<file path="src/rtl/memory_arbiter.sv">
// Single-port RAM arbiter for fetch/data requests with registered strobes and one-cycle hit pulses.
// Latency: request-to-hit is N+1 cycles for an N-cycle RAM (minimum 2); one IDLE cycle between accesses.
// Backpressure: requests are levels held until hit; MEMORY_ARBITER_RR_EN enables fetch/data round-robin.
module memory_arbiter #(
    parameter int ADDR_W = 32,
    parameter int DATA_W = 32
) (
    input  logic              CLK,
    input  logic              nRST,
    input  logic              iREN,
    input  logic [ADDR_W-1:0] iaddr,
    output logic              ihit,
    output logic [DATA_W-1:0] iload,
    input  logic              dREN,
    input  logic              dWEN,
    input  logic [ADDR_W-1:0] daddr,
    input  logic [DATA_W-1:0] dstore,
    output logic              dhit,
    output logic [DATA_W-1:0] dload,
    output logic              ramREN,
    output logic              ramWEN,
    output logic [ADDR_W-1:0] ramaddr,
    output logic [DATA_W-1:0] ramstore,
    input  logic [DATA_W-1:0] ramload,
    input  logic              ramACK
);

    typedef enum logic [2:0] {
        IDLE  = 3'd0,
        IBUSY = 3'd1,
        DBUSY = 3'd2,
        IDONE = 3'd3,
        DDONE = 3'd4
    } state_t;

    state_t              state_q, state_d;
    logic                op_wr_q, op_wr_d;
    logic [ADDR_W-1:0]   addr_q, addr_d;
    logic [DATA_W-1:0]   store_q, store_d;
    logic [DATA_W-1:0]   iload_q, iload_d;
    logic [DATA_W-1:0]   dload_q, dload_d;
    logic                ihit_q, ihit_d;
    logic                dhit_q, dhit_d;
    logic                ram_ren_q, ram_ren_d;
    logic                ram_wen_q, ram_wen_d;
    logic                data_req;
    logic                grant_data;

`ifdef MEMORY_ARBITER_RR_EN
    logic                last_was_data_q, last_was_data_d;

    always_ff @(posedge CLK or negedge nRST) begin
        if (!nRST) begin
            last_was_data_q <= 1'b0;
        end else begin
            last_was_data_q <= last_was_data_d;
        end
    end
`endif

    assign data_req = dREN | dWEN;

    // Fetch wins a tie only when the previous grant went to data.
`ifdef MEMORY_ARBITER_RR_EN
    assign grant_data = data_req & ~(iREN & last_was_data_q);
`else
    assign grant_data = data_req;
`endif

    always_comb begin
        state_d  = state_q;
        op_wr_d  = op_wr_q;
        addr_d   = addr_q;
        store_d  = store_q;
        iload_d  = iload_q;
        dload_d  = dload_q;
        ihit_d   = 1'b0;
        dhit_d   = 1'b0;
`ifdef MEMORY_ARBITER_RR_EN
        last_was_data_d = last_was_data_q;
`endif

        case (state_q)
            IDLE: begin
                if (grant_data) begin
                    state_d = DBUSY;
                    addr_d  = daddr;
                    store_d = dstore;
                    op_wr_d = dWEN;
`ifdef MEMORY_ARBITER_RR_EN
                    last_was_data_d = 1'b1;
`endif
                end else if (iREN) begin
                    state_d = IBUSY;
                    addr_d  = iaddr;
                    op_wr_d = 1'b0;
`ifdef MEMORY_ARBITER_RR_EN
                    last_was_data_d = 1'b0;
`endif
                end
            end
            IBUSY: begin
                if (ramACK) begin
                    state_d = IDONE;
                    iload_d = ramload;
                    // A flushed fetch still finishes on the RAM but reports no hit.
                    ihit_d  = iREN;
                end
            end
            DBUSY: begin
                if (ramACK) begin
                    state_d = DDONE;
                    if (!op_wr_q) begin
                        dload_d = ramload;
                    end
                    dhit_d  = data_req;
                end
            end
            IDONE:   state_d = IDLE;
            DDONE:   state_d = IDLE;
            default: state_d = IDLE;
        endcase

        // Strobes are decoded from the next state so they leave a flop clean.
        ram_ren_d = (state_d == IBUSY) || ((state_d == DBUSY) && !op_wr_d);
        ram_wen_d = (state_d == DBUSY) && op_wr_d;
    end

    always_ff @(posedge CLK or negedge nRST) begin
        if (!nRST) begin
            state_q   <= IDLE;
            op_wr_q   <= 1'b0;
            addr_q    <= '0;
            store_q   <= '0;
            iload_q   <= '0;
            dload_q   <= '0;
            ihit_q    <= 1'b0;
            dhit_q    <= 1'b0;
            ram_ren_q <= 1'b0;
            ram_wen_q <= 1'b0;
        end else begin
            state_q   <= state_d;
            op_wr_q   <= op_wr_d;
            addr_q    <= addr_d;
            store_q   <= store_d;
            iload_q   <= iload_d;
            dload_q   <= dload_d;
            ihit_q    <= ihit_d;
            dhit_q    <= dhit_d;
            ram_ren_q <= ram_ren_d;
            ram_wen_q <= ram_wen_d;
        end
    end

    assign ihit     = ihit_q;
    assign dhit     = dhit_q;
    assign iload    = iload_q;
    assign dload    = dload_q;
    assign ramREN   = ram_ren_q;
    assign ramWEN   = ram_wen_q;
    assign ramaddr  = addr_q;
    assign ramstore = store_q;

endmodule

</file>
<file path="config.mk">
export PLATFORM = sky130hd
export DESIGN_NAME = memory_arbiter
export DESIGN_NICKNAME = d
export VERILOG_FILES = /design/src/rtl/memory_arbiter.sv
export SDC_FILE = /design/constraint.sdc
export NUM_CORES = 1
export LEC_CHECK = 0
export CAP_MARGIN = 10
export CORE_MARGIN = 8
export CORE_UTILIZATION = 30
export CTS_CLUSTER_SIZE = 10
export DETAILED_ROUTE_END_ITERATION = 10
export PLACE_DENSITY = 0.63
export SLEW_MARGIN = 20
export SYNTH_ARGS = -nofsm -noshare
export SYNTH_HDL_FRONTEND = slang
export SYNTH_SLANG_ARGS = --single-unit
</file>
<file path="constraint.sdc">
create_clock -name CLK -period 1.67 [get_ports CLK]
set_input_delay 0.167 -clock CLK [delete_from_list [all_inputs] [get_ports CLK]]
set_output_delay 0.167 -clock CLK [all_outputs]
set_load 0.005 [all_outputs]
</file>
==> key figures <==
Outcome
  • Status: completed

Placed design
  • Final RePlAce weighted congestion: 0.799
  • DP HPWL: 12600 µm
  • Buffers on Ports: 265
  • Post-place setup slack: -240 ps

Layout
  • Final Util: 0.518
  • Antenna Diode Count: 0
  • Layout Nets: 774
  • Multi-input gate area: 2080 µm²
  • Layout Area Growth over Synthesis: 68.4%
  • Fill count: 1547
  • Layout cell share with drive strength beyond 1: 0.339
  • Reg area: 3410 µm²

Logic synthesis
  • Syn Nets: 476
  • Ranking of synthesized cells by area: dfrtp_1 61%, mux2_2 31%, mux2_1 1.8%, buf_6 1.2%, buf_2 0.90%
  • Warnings, synthesis: 0
  • Ys async rst share: 1.00
  • Ys flop type: dfrtp_1
  • Top cell type's share of synthesized area: 0.614
  • Mapped cell area: 5540 µm²
  • Seq/Total Area, Yosys: 0.614
  • Synth Instances: 342
  • Library cells used by synthesis: 26
  • EDFF count, synth: 0
  • Avg Cell Area, Syn: 16.2 µm²
  • Cell taking the most area after synthesis: dfrtp_1
  • Yosys reg bits: 136
  • Dominant cell by count in the synthesized netlist: mux2_2
  • Post-synth top cells: 151 x mux2_2, 136 x dfrtp_1, 10 x buf_2

CTS
  • Clk_lat worst skew: 410 ps
  • Clock root buffer: clkbuf_16
  • Worst-path clk slew: 60 ps
  • CTS Buffer Depth: 2
  • Inserted Clock Buffers: 17
  • H-tree levels: 4
  • TritonCTS clock tree: yes
  • Clock sink total: 136

Power
  • PD cells: 1780 nW/µm²
  • Tot Pwr: 16600 µW
  • Cell leakage power: 0.00386 µW
  • Max VDD drop: 0.727 mV

Drt
  • Vias: 3987
  • Initial DRC count: 124
  • Wire per inst: 20.3 µm
  • Pre-Repair DR Iteration Count: 3
  • Routed wire length: 17800 µm
  • Vias per cell: 4.53
  • Antenna viol nets, final: 0
  • Drc violations: 0

STA
  • Final worst slack: 31.4 ps
  • RSZ-0062 raised after global routing: true
  • Final Cycle Share: 0.981
  • Setup TNS: 0 ps
  • Final setup violation count: 0
  • Worst slew pin tran: 362 ps
  • Fin. max-slew vios: 0
  • Fin. Hold Viols: 0
  • Worst slew margin: 0.758
  • Fmax: 610 MHz
  • Clk_skew: 5.72 ps
  • Hold slack: 186 ps
  • Post-layout min period: 1640 ps

Critical path
  • Crit start category: register
  • Worst setup path class: reg -> reg
  • Critical path data arrival time: 1930 ps
  • WP data required: 1960 ps
  • Worst setup EP type: register
  • CP Max Fanout: 8

Global route
  • Vias in the first global route: 4529
  • GRT Overall Usage: 0.156
  • Largest net degree at the start of global routing: 55
  • First-pass GRT wire length: 28100 µm
  • Initial antenna violation count: 0
  • Total gr overflow: 0

Die
  • Initial Util: 0.308
  • Site row count: 49
  • DIE HEIGHT: 152 µm
  • Die width: 152 µm
  • I/O pin cnt: 266
  • Core ar.: 18000 µm²
  • Die ar.: 23100 µm²

Hold path
  • Hold Path Class: in -> async

Run
  • Maxcap violations: 0
==> final cells by class <==
cell class,instances,share of cell area
clock inverters,8,0.00804
inverters,1,0.000402
repair buffers,294,0.324
well taps,229,0.0307
flip-flops and latches,136,0.365
multi-input cells,190,0.222
clock buffers,22,0.0497
==> logic make-up after synthesis <==
family | after synthesis | synth area share
AO/OA/AOI/OAI | 7 | 0.0122
buffers and inverters | 19 | 0.0246
flip-flops | 136 | 0.614
multiplexers | 160 | 0.325
AND/OR/NAND/NOR | 20 | 0.0244
==> registers in the layout (all words and copies together), names as in the netlist <==
signal,flops
dhit,1
dload,32
ihit,1
iload,32
op_wr_q,1
ramREN,1
ramWEN,1
ramaddr,32
ramstore,32
state_q,3
==> critical path, cell delays in order, from the launching register on <==
cell,delay [ps]
dfrtp_2,440
buf_4,150
nor3_4,190
buf_4,170
o21a_4,220
mux2_2,360
==> placed cells by master, fill, tap and decap left out, types with 2 or more instances in the layout <==
cell type        count
and2_1               3
buf_12               7
buf_16               3
buf_4               17
buf_6                2
clkbuf_1             3
clkbuf_16           17
clkbuf_8             2
clkdlybuf4s50_1    264
clkinv_2             3
clkinvlp_4           4
dfrtp_1            133
dfrtp_2              3
mux2_1               9
mux2_2             151
nand2_1              3
nor3_1               2
o21a_1               2
o21a_4               4
==> through the flow <==
| step | instance area, µm² | std cells |
|---|---|---|
| floorplan | 5540 | 342 |
| global placement | 8530 | 833 |
| detailed placement | 8530 | 833 |
| CTS | 9300 | 877 |
| global route | 9340 | 880 |
| finish | 9340 | 880 |
==> report_power, final <==
part | switching (µW) | internal, µW | leakage, µW
registers | 862 | 4930 | 0.00164
logic | 2360 | 5000 | 0.00197
clock network | 1330 | 2100 | 0.000254
total | 4550 | 12000 | 0.00386
==> metal layers <==
metal,vias up,global-route usage,share of wire,wire length [µm]
met5,-,0,0,0
met4,0,0.0556,0.015,261
met3,17,0.0655,0.085,1520
met2,178,0.258,0.49,8750
met1,1970,0.177,0.41,7300
li1,1822,-,-,-
==> path summary, 6_finish.rpt <==
path / from / end / slack (ps) / depth (start not counted)
hold reg to reg: iload[26]$_DFFE_PN0P_ / iload[26]$_DFFE_PN0P_ / 490 / 1
max in group asynchronous: nRST / state_q[2]$_DFF_PN0_ / 890 / 3
hold / removal: nRST / ramaddr[10]$_DFFE_PN0P_ / 190 / 2
setup reg to reg: state_q[1]$_DFF_PN0_ / ramaddr[20]$_DFFE_PN0P_ / 30 / 5
min in group CLK: dstore[6] / ramstore[6]$_DFFE_PN0P_ / 370 / 2
setup / recovery: state_q[1]$_DFF_PN0_ / ramaddr[20]$_DFFE_PN0P_ / 30 / 5
==> what timing repair did <==
action                                 CTS  global route
gates cloned                             6             0
hold buffers                             1             0
buffers inserted                         7             3
resized for setup                       15             2
setup endpoints to repair               63            51
endpoints found under the hold margin  136             0
pin swaps                                2             1
No activity file was read; power rests on OpenSTA's default activity.
